==> src/rtl/matrix_array_sequencer.sv <==
// Sequencer for one NxN systolic array: weight load, skewed
// activation streaming, enable generation and result de-skew.
//
// Ports:
//   clk, reset_n          clock, synchronous active-low reset
//   start, vec_count      batch request and vector count M
//   busy, done            batch in progress / completion pulse
//   wt_rd_en/addr/data    weight buffer read (1-cycle latency)
//   act_rd_en/addr/data   activation buffer read (1-cycle latency)
//   weight_ctr            array weight-shift enable
//   systolic_ctr, FMA_ctr array forward / FMA enables
//   weight_input          weight row to the array top edge
//   systolic_input        skewed activations to the left edge
//   result                bottom-row FMA outputs of the array
//   out_valid/data/idx    aligned result row and its vector index
module matrix_array_sequencer #(
  parameter int N = 4
) (
  input  logic           clk,
  input  logic           reset_n,
  input  logic           start,
  input  logic [7:0]     vec_count,
  output logic           busy,
  output logic           done,
  output logic           wt_rd_en,
  output logic [7:0]     wt_rd_addr,
  input  logic [8*N-1:0] wt_rd_data,
  output logic           act_rd_en,
  output logic [7:0]     act_rd_addr,
  input  logic [8*N-1:0] act_rd_data,
  output logic           weight_ctr,
  output logic           systolic_ctr,
  output logic           FMA_ctr,
  output logic [8*N-1:0] weight_input,
  output logic [8*N-1:0] systolic_input,
  input  logic [8*N-1:0] result,
  output logic           out_valid,
  output logic [8*N-1:0] out_data,
  output logic [7:0]     out_idx
);

  localparam int VL = 2 * N - 1;

  typedef enum logic [2:0] {
    IDLE,
    WLOAD,
    COMPUTE,
    DRAIN,
    DONE
  } state_t;

  state_t          state;
  logic [7:0]      cnt;
  logic [7:0]      m;
  logic [7:0]      idx_q;
  logic [8:0]      en_cnt;
  logic            ctr_q;
  logic            act_valid;
  logic [VL-1:0]   vld_sr;
  logic [8*N-1:0]  aligned;

  always_ff @(posedge clk) begin
    if (!reset_n) begin
      state       <= IDLE;
      cnt         <= '0;
      m           <= '0;
      idx_q       <= '0;
      en_cnt      <= '0;
      ctr_q       <= 1'b0;
      act_valid   <= 1'b0;
      vld_sr      <= '0;
      busy        <= 1'b0;
      done        <= 1'b0;
      wt_rd_en    <= 1'b0;
      wt_rd_addr  <= '0;
      act_rd_en   <= 1'b0;
      act_rd_addr <= '0;
      weight_ctr  <= 1'b0;
    end else begin
      weight_ctr <= wt_rd_en;
      act_valid  <= act_rd_en;
      // out_valid trails the first skewed lane by 2N-1 cycles
      vld_sr     <= {vld_sr[VL-2:0], act_valid};
      if (out_valid)
        idx_q <= idx_q + 8'd1;
      // enable window length M+2N-2, counted down from M+2N-3
      if (ctr_q) begin
        if (en_cnt == 9'd0)
          ctr_q <= 1'b0;
        else
          en_cnt <= en_cnt - 9'd1;
      end
      unique case (state)
        IDLE: begin
          if (start) begin
            state      <= WLOAD;
            m          <= vec_count;
            busy       <= 1'b1;
            wt_rd_en   <= 1'b1;
            wt_rd_addr <= 8'(N - 1);
            cnt        <= '0;
            idx_q      <= '0;
          end
        end
        WLOAD: begin
          if (cnt == 8'(N - 1)) begin
            wt_rd_en   <= 1'b0;
            wt_rd_addr <= '0;
            cnt        <= '0;
            if (m != 8'd0) begin
              state       <= COMPUTE;
              act_rd_en   <= 1'b1;
              act_rd_addr <= '0;
            end else begin
              state <= DONE;
              done  <= 1'b1;
            end
          end else begin
            cnt        <= cnt + 8'd1;
            wt_rd_addr <= wt_rd_addr - 8'd1;
          end
        end
        COMPUTE: begin
          if (cnt == 8'd0) begin
            ctr_q  <= 1'b1;
            en_cnt <= {1'b0, m} + 9'(2 * N - 3);
          end
          if (cnt == m - 8'd1) begin
            act_rd_en   <= 1'b0;
            act_rd_addr <= '0;
            cnt         <= '0;
            state       <= DRAIN;
          end else begin
            cnt         <= cnt + 8'd1;
            act_rd_addr <= act_rd_addr + 8'd1;
          end
        end
        DRAIN: begin
          if (out_valid && idx_q == m - 8'd1) begin
            state <= DONE;
            done  <= 1'b1;
          end
        end
        DONE: begin
          done  <= 1'b0;
          busy  <= 1'b0;
          state <= IDLE;
        end
        default: state <= IDLE;
      endcase
    end
  end

  assign systolic_ctr = ctr_q;
  assign FMA_ctr      = ctr_q;
  assign out_valid    = vld_sr[VL-1];
  assign out_idx      = out_valid ? idx_q : 8'd0;
  assign out_data     = out_valid ? aligned : '0;
  assign weight_input = weight_ctr ? wt_rd_data : '0;

  assign systolic_input[7:0] =
    act_valid ? act_rd_data[7:0] : 8'd0;

  // lane i of the activation vector is delayed i cycles
  for (genvar i = 1; i < N; i++) begin : g_skew
    logic [7:0] sr [0:i-1];
    always_ff @(posedge clk) begin
      if (!reset_n) begin
        for (int k = 0; k < i; k++)
          sr[k] <= 8'd0;
      end else begin
        sr[0] <= act_valid ? act_rd_data[8*i +: 8] : 8'd0;
        for (int k = 1; k < i; k++)
          sr[k] <= sr[k-1];
      end
    end
    assign systolic_input[8*i +: 8] = sr[i-1];
  end

  // column j arrives j cycles late; pad it to N-1 total
  assign aligned[8*(N-1) +: 8] = result[8*(N-1) +: 8];

  for (genvar j = 0; j < N - 1; j++) begin : g_deskew
    localparam int D = N - 1 - j;
    logic [7:0] dr [0:D-1];
    always_ff @(posedge clk) begin
      if (!reset_n) begin
        for (int k = 0; k < D; k++)
          dr[k] <= 8'd0;
      end else begin
        dr[0] <= result[8*j +: 8];
        for (int k = 1; k < D; k++)
          dr[k] <= dr[k-1];
      end
    end
    assign aligned[8*j +: 8] = dr[D-1];
  end

endmodule

==> config.mk <==
export PLATFORM = sky130hd
export DESIGN_NAME = matrix_array_sequencer
export DESIGN_NICKNAME = d
export VERILOG_FILES = /design/src/rtl/matrix_array_sequencer.sv
export SDC_FILE = /design/constraint.sdc
export NUM_CORES = 1
export LEC_CHECK = 0
export ABC_AREA = 0
export CORE_MARGIN = 5
export CORE_UTILIZATION = 30
export DETAILED_ROUTE_END_ITERATION = 7
export DONT_BUFFER_PORTS = 1
export PLACE_DENSITY_LB_ADDON = 0.15
export SLEW_MARGIN = 20
export SYNTH_ARGS = -nofsm -noshare
export SYNTH_HDL_FRONTEND = slang
export SYNTH_SLANG_ARGS = --single-unit
==> constraint.sdc <==
create_clock -name clk -period 5.4 [get_ports clk]
set_input_delay 1.62 -clock clk [delete_from_list [all_inputs] [get_ports clk]]
set_output_delay 1.62 -clock clk [all_outputs]
set_load 0.005 [all_outputs]
# [Yosys cells after proc, flatten, opt, wreduce, memory -nomap -nowiden]
# Memory sizes are Yosys's and may differ from the RTL's.
# Index checks and enable logic that the tools add are counted.
[word_totals] regBits=66 mem_bits_rw=96 in_bits=107 output_inout_bits=128 wordCells=135 n_memories=6
[memory_table] memory="g_deskew[0].dr" words=3 width=8 read_ports=3 rd_clocked_by_memory_dff=0 write_ports=3 line="185" rtl="logic [7:0] dr [0:D-1];"
[memory_table] memory="g_skew[3].sr" words=3 width=8 read_ports=3 rd_clocked_by_memory_dff=0 write_ports=3 line="166" rtl="logic [7:0] sr [0:i-1];"
[memory_table] memory="g_deskew[1].dr" words=2 width=8 read_ports=2 rd_clocked_by_memory_dff=0 write_ports=2 line="185"
[memory_table] memory="g_skew[2].sr" words=2 width=8 read_ports=2 rd_clocked_by_memory_dff=0 write_ports=2 line="166"
[memory_table] memory="g_deskew[2].dr" words=1 width=8 read_ports=1 rd_clocked_by_memory_dff=0 write_ports=1 line="185"
[memory_table] memory="g_skew[1].sr" words=1 width=8 read_ports=1 rd_clocked_by_memory_dff=0 write_ports=1 line="166"
[op_classes] addsub=7 eq_ne=13 muxes=63 bitwise_logic=10 n_reduce_logical=21
[ops] op="$mux W8" count=28
[ops] op="$mux W32" count=2
[ops] op="$mux W9" count=4
[ops] op="$pmux W8 S2" count=2
[ops] op="$add A8 B1 Y8 const B" count=3
[ops] op="$pmux W8 S3" count=1
[ops] op="$eq A8 B8 Y1" count=2
[ops] op="$mux W1" count=16
[ops] op="$reduce_or A8 Y1" count=2
[ops] op="$sub A8 B1 Y8 const B" count=2
[ops] op="$mux W3" count=5
[ops] op="$ne A2 B2 Y1 const B" count=6
[ops] op="$pmux W3 S4" count=1
[ops] op="$reduce_and A4 Y1" count=3
[ops] op="$or A1 B1 Y1" count=10
[ops] op="$add A8 B3 Y9 const B" count=1
[ops] op="$logic_not A9 Y1" count=1
[ops] op="$sub A9 B1 Y9 const B" count=1
[ops] op="$eq A8 B2 Y1 const B" count=1
[ops] op="$logic_not A8 Y1" count=1
[ops] op="$reduce_and A2 Y1" count=4
[ops] op="$reduce_bool A8 Y1" count=1
[ops] op="$eq A3 B2 Y1 const B" count=2
[ops] op="$pmux W1 S2" count=3
[ops] op="other kinds (8)" count=12

# [Depth between registers and ports, before layout]
# Gate-level depths: netlist of the first run.
[logic_depth] word_depth=5 ltp_mapped=10 ltp_nobuf=8

# [Worst setup path before layout of the first run]
# No wires, ideal clock.
[synth_timing] path_type="input to output" from="input port result[24]" to="output port out_data[24]" arrival_time_ns=1.763 required_ns=3.780 setup_slack_ns=2.017 cell_stages=1 n_path_buf=0 path_cell_list="and2_1"
[synth_via] elab_chain_cells=1
[synth_rtl] element="from (decl)" line="36" rtl="input logic [8*N-1:0] result,"
[synth_rtl] element="$mux W32" line="158" rtl="assign out_data = out_valid ? aligned : '0;"
[synth_rtl] element="to (decl)" line="38" rtl="output logic [8*N-1:0] out_data,"
# No other way between the ends.

# [Worst setup path after layout of the first run]
[layout_timing] from="input port wt_rd_data[13]" to="output port weight_input[13]"
[layout_via] elab_chain_cells=1
[layout_rtl] element="from (decl)" line="27" rtl="input logic [8*N-1:0] wt_rd_data,"
[layout_rtl] element="$mux W32" line="159" rtl="assign weight_input = weight_ctr ? wt_rd_data : '0;"
[layout_rtl] element="to (decl)" line="34" rtl="output logic [8*N-1:0] weight_input,"
# No other way between the ends.

==> results of run 1 <==
[cells in the mapped netlist (5+ instances only)]
cell,instances,area (um2)
and2_1,165,1032
dfxtp_1,162,3243
nand2_1,47,176.4
nor2_1,41,153.9
clkbuf_1,40,150.1
and3_1,36,225.2
xnor2_1,25,219.0
a21oi_1,19,95.09
buf_4,17,127.6
o21ai_0,16,80.08
xor2_1,16,140.1
inv_1,13,48.80
nor3_1,13,65.06
nand3_1,12,60.06
nor2b_1,11,68.82
a21boi_0,10,75.07
ha_1,10,125.1
nand2b_1,6,37.54
a31oi_1,5,31.28
nor4_1,5,31.28
[metal layers]
metal | GRT usage [%] | share of wire, %
met5 | 0 | 0
met4 | 4.224 | 1.5
met3 | 4.206 | 6.6
met2 | 24.08 | 51
met1 | 15.46 | 41
[power by group]
group          leakage [nW]  internal [mW]  switching, mW  total (mW)
Clock                 0.303          0.636          0.590        1.23
Combinational          1.42          0.311          0.434       0.745
Sequential             1.32           1.30          0.161        1.46
[stage by stage]
stage | instances | worst slack [ns] | area [um2]
after floorplan | 735 | 2.017 | 6758
after global placement | 960 | 1.969 | 6814
after detailed placement | 960 | 1.965 | 6814
after CTS | 992 | 1.965 | 7446
after global routing | 992 | 1.935 | 7451
final | 992 | 1.986 | 7451
[registers in the layout (all words and copies together), names as in the netlist, 3 cells and up]
signal and flops:
act_rd_addr 8, cnt 8, en_cnt 9, g_deskew.dr 48, g_skew.sr 48, idx_q 8
m 8, state 3, vld_sr 7, wt_rd_addr 8
[cells in the final DEF, fill, tap and decap left out, drive strengths merged, types with 10 or more instances in the layout]
| cell type | instances |
|---|---|
| a21oi | 19 |
| clkbuf | 17 |
| nor2b | 11 |
| nand2 | 47 |
| and3 | 36 |
| nor3 | 14 |
| xor2 | 16 |
| clkinv | 11 |
| and2 | 165 |
| dfxtp | 162 |
| ha | 10 |
| nand3 | 12 |
| nor2 | 41 |
| inv | 18 |
| xnor2 | 25 |
| o21ai | 16 |
| a21boi | 10 |
[cell families after synthesis]
family | after synthesis | share of synthesized area [%]
xor gates and xnor gates | 41 | 5.314
muxes | 4 | 0.6110
DFF | 162 | 47.99
adders and majority gates | 10 | 1.852
and+or+nand+nor | 354 | 29.48
AOI/OAI and AO/OA | 89 | 9.424
buffers and inverters | 75 | 5.332
[area by class of cell]
cell class                 count  area (um2)  area share [%]
multi-input combinational    498        3159           42.40
inverter                      14       52.55          0.7053
clock buffer                  17       425.4           5.709
tap                          285       356.6           4.786
clock inverter                15       206.4           2.771
sequential                   162        3243           43.53
timing repair buffer           1       7.507          0.1008
[how the worst max path moves through the flow]
| stage | endpoint | cells past startpoint | slack (ns) | start |
|---|---|---|---|---|
| finish | weight_input[13] | 1 | 1.99 | wt_rd_data[13] |
| global route | systolic_input[6] | 1 | 1.93 | act_valid |
| CTS | weight_input[7] | 1 | 1.96 | wt_rd_data[7] |
| detailed placement | weight_input[7] | 1 | 1.96 | wt_rd_data[7] |
| global placement | weight_input[7] | 1 | 1.97 | wt_rd_data[7] |
| floorplan | out_data[24] | 1 | 2.02 | result[24] |
==> flow_metrics.tcl, run 1 <==
set metrics [dict create \
    status "complete, no violations" \
    drcViolationCount 0 \
    rrSetupSlack_ns 2.47 \
    finalSetupViolCount 0 \
    grt_first_pass_wirelength_um 27400 \
    hold_viol_final 0 \
    path_class "in -> out" \
    antenna_cells 0 \
    power.leakage_nw 3.040 \
    holdWs_ns 0.4260 \
    cts_buffer_depth 2 \
    worstSkewPairLatency_ns 0.42 \
    ys.flop_type "dfxtp_1" \
    max_freq_ghz 0.2929 \
    grt_overflow 0 \
    core_area_um2 22430 \
    nFillCells 2299 \
    netlist_area_um2 6758 \
    path_max_fanout 1 \
    worst_pin_slew_ns 0.9674 \
    rsz0062_at_grt "false" \
    nets 811 \
    dieWidth_um 160.1 \
    ys_async_sr_fraction_pct 0 \
    rr_endpoint "act_rd_addr[4]" \
    rr_startpoint "m[0]" \
    synthCells 735 \
    setup-tns-final_ns 0 \
    cts_hold_buf 0 \
    ys_warn_count 0 \
    dieArea_um2 25630 \
    hpwlAfterDp_um 12920 \
    syn_avg_cell_area_um2 9.194 \
    start_util_pct 30.12 \
    ys_ff_latch 162 \
    utilization_pct 33.21 \
    io_pins 235 \
    worst_setup_path_start_kind "primary input" \
    fp-row-count 55 \
    htree_levels 4 \
    area_growth_pct 10.26 \
    p_per_area_nw_per_um2 460.4 \
    cts_setup_buffers 0 \
    clock-sinks 162 \
    critPathMaxStageDelay_ns 0.17 \
    vias 4733 \
    first_pass_iters 4 \
    grt_max_degree 142 \
    synth_cell_types 56 \
    fin_crit_sh_pct 63.23 \
    worstPathCellList "and2_1" \
    fin_worst_skew_ns 0.01094 \
    clk_pin_slew_ns 0.08 \
    synth-edff-count 0 \
    dieHeight_um 160.1 \
    cts_tree "done" \
    drive_gt1_share_pct 6.789 \
    maxCapViolations 0 \
    path_buf_inv 0 \
    worstHoldStart "g_deskew[0].dr[0][5]" \
    numCtsBuffers 17 \
    cp.arrival_ns 1.79 \
    grt_pass1_vias 4785 \
    drtIter0Drc 201 \
    post_cts_resized 0 \
    final-max-slew-violation-count 0 \
    hold_path_depth 1 \
    slew_headroom_pct 35.42 \
    final_antenna_net_count 0 \
    hold_end "g_deskew[0].dr[0][13]" \
    routedWlPerCell_um 17.72 \
    cts_root_buffer "clkbuf_16" \
    ir_drop_mv 0.1656 \
    place.gp.congestion 0.7693 \
    critPathRequiredTime_ns 3.78 \
    finalPower_mw 3.430 \
    grt_antenna_before_repair 1 \
    track_usage_pct 13.52 \
    crit_family "simple AND/OR/NAND/NOR gates" \
    endpoint_kind "output port" \
    portBuffers 0 \
    yosysSeqAreaShare_pct 47.99 \
    period_minus_slack_ns 3.414 \
    wirelength_um 17580 \
    hold_class "reg -> reg" \
    viasPerCell 4.771 \
    r2r_cells 8 \
    synth.net_count 852 \
    crit_slowest_cell "and2_1" \
]
Note: power is estimated with default switching activity, not from simulation.
==> run 2: changes to the inputs <==
Clock period 5.4 ns to 2.9 ns, I/O delays scaled along.
==> run 2 against run 1 <==
Net effect: largest power group unchanged; sequential share of layout area down 0.28 points; global-route usage down 0.10 points; critical path depth up 7; largest cell class unchanged; clock power up 86%; die area unchanged; via count up 2.3%; final cell count up 0.81%; hold slack worse by 0.0027 ns.
==> flow_metrics.tcl, run 2 (same netlist as run 1, synthesis figures left out) <==
set metrics [dict create \
    status "complete, no violations" \
    dieHeight_um 160.1 \
    track_usage_pct 13.42 \
    htree_levels 4 \
    wirelength_um 17690 \
    top_regs "g_deskew.dr: 48 flops, g_skew.sr: 48 flops, en_cnt: 9 flops" \
    finalSetupViolCount 0 \
    cp-startpoint "m[1]" \
    io_pins 235 \
    cts_buffer_depth 2 \
    pre_cts_slack_ns 0.3422 \
    path_class "reg -> reg" \
    critPathMaxStageDelay_ns 0.51 \
    routedWlPerCell_um 17.69 \
    cts_setup_buffers 0 \
    wl_met1_um 7381 \
    worstSkewPairLatency_ns 0.42 \
    numCtsBuffers 17 \
    slew_headroom_pct 51.72 \
    rsz0062_at_grt "false" \
    wl_met2_um 8971 \
    post_cts_resized 0 \
    first_pass_iters 5 \
    cp.arrival_ns 2.89 \
    grt_pass1_vias 4677 \
    fin_worst_skew_ns 0.009709 \
    setup_ws_ns 0.3273 \
    antenna_cells 0 \
    hold_viol_final 0 \
    place.gp.congestion 0.7706 \
    drtIter0Drc 180 \
    place_area_um2 6874 \
    crit_slowest_cell "o31a_1" \
    worst_setup_path_start_kind "flip-flop" \
    final-max-slew-violation-count 0 \
    top_layer "met4" \
    p_per_area_nw_per_um2 857.9 \
    cts_root_buffer "clkbuf_16" \
    r2r_cells 8 \
    grt_max_degree 142 \
    ir_drop_mv 0.3518 \
    dieWidth_um 160.1 \
    fin_crit_sh_pct 88.71 \
    drcViolationCount 0 \
    max_freq_ghz 0.3887 \
    final_cell_mix "165 x and2_1, 162 x dfxtp_1, 47 x nand2_1, 41 x nor2_1, 36 x and3_1" \
    drive_gt1_share_pct 7.692 \
    rr_startpoint "m[1]" \
    vias 4840 \
    endpoint_kind "flip-flop" \
    rr_endpoint "cnt[5]" \
    design_area_um2 7500 \
    grt_antenna_before_repair 1 \
    start_util_pct 30.12 \
    layout_commonest_cell "and2_1" \
    maxCapViolations 0 \
    area_growth_pct 10.98 \
    setup-tns-final_ns 0 \
    worst_pin_slew_ns 0.7232 \
    nets 819 \
    hold_class "reg -> reg" \
    core_area_um2 22430 \
    finalPower_mw 6.434 \
    cts_hold_buf 0 \
    worstPathCellList "inv_1 > ha_1 > and2_1 > o21a_1 > o31a_1 > o31a_1 > o21a_1 > a32o_1" \
    final_antenna_net_count 0 \
    fp-row-count 55 \
    portBuffers 0 \
    grt_first_pass_wirelength_um 27160 \
    clock-sinks 162 \
    crit_path_end "cnt[5]" \
    grt_overflow 0 \
    wl_met3_um 1158 \
    rrSetupSlack_ns 0.33 \
    critPathRequiredTime_ns 3.22 \
    viasPerCell 4.840 \
    cts_tree "done" \
    period_minus_slack_ns 2.573 \
    path_max_fanout 14 \
    dieArea_um2 25630 \
    power.leakage_nw 3.073 \
    hpwlAfterDp_um 13120 \
    clk_pin_slew_ns 0.08 \
]
==> run 2: cell count changes in the layout (fill, tap and decap cells not counted) <==
cell / before / now
buf_4: 1 / 9
clkinv_8: 9 / 7
a211oi_1: 3 / 4
a211oi_2: 1 / 0
clkinvlp_4: 0 / 1
inv_12: 0 / 1
inv_6: 2 / 1
inv_8: 3 / 4
==> run 2: worst min path at each step <==
stage	start	to	slack (ns)	depth (start not counted)
detailed placement	g_deskew[0].dr[0][1]	g_deskew[0].dr[0][9]	0.42	1
global placement	g_deskew[1].dr[0][1]	g_deskew[1].dr[0][9]	0.41	1
finish	g_deskew[1].dr[0][1]	g_deskew[1].dr[0][9]	0.42	1
global route	g_deskew[1].dr[0][6]	g_deskew[1].dr[0][14]	0.44	1
floorplan	g_deskew[0].dr[0][2]	g_deskew[0].dr[0][10]	0.41	1
CTS	g_deskew[0].dr[0][7]	g_deskew[0].dr[0][15]	0.43	1
==> run 2: per-layer routing <==
metal	vias up	global-route usage (%)
met5	-	0
met4	0	3.168
met3	15	3.923
met2	187	24.14
met1	2281	15.72
li1	2357	-
==> run 2: metrics by stage <==
| stage | utilization [%] | std cells | hold WS, ns |
|---|---|---|---|
| floorplan | - | 735 | 0.4119 |
| global placement | 30.64 | 968 | 0.4137 |
| detailed placement | 30.64 | 968 | 0.4169 |
| CTS | 33.43 | 1000 | 0.4294 |
| global route | 33.43 | 1000 | 0.4440 |
| finish | 33.43 | 1000 | 0.4234 |
==> run 2: layout make-up <==
cell class | count | area (um2)
Clock buffer | 17 | 425.4
Clock inverter | 15 | 200.2
Fill cell | 2256 | 14930
Inverter | 14 | 52.55
Multi-Input combinational cell | 498 | 3154
Sequential cell | 162 | 3243
Tap cell | 285 | 356.6
Timing Repair Buffer | 9 | 67.56
==> run 2: worst max-delay path, delay by kind of cell (launching register included) <==
kind / cells / cell delay (ns)
DFF: 1 / 0.44
adders and majority gates: 1 / 0.27
and+or+nand+nor: 1 / 0.20
buffers and inverters: 1 / 0.09
AOI/OAI and AO/OA: 5 / 1.47
==> run 2: power breakdown <==
group	switching, mW	internal, mW
logic	0.815	0.626
registers	0.289	2.42
clock network	1.10	1.18
total	2.21	4.23
==> run 3: changes to the inputs <==
Settings changed: CTS_CLUSTER_DIAMETER from default to 80, HOLD_SLACK_MARGIN from default to 0.03.
==> results of run 3 <==
No change in the layout: final DEF, timing and power equal those of run 2.
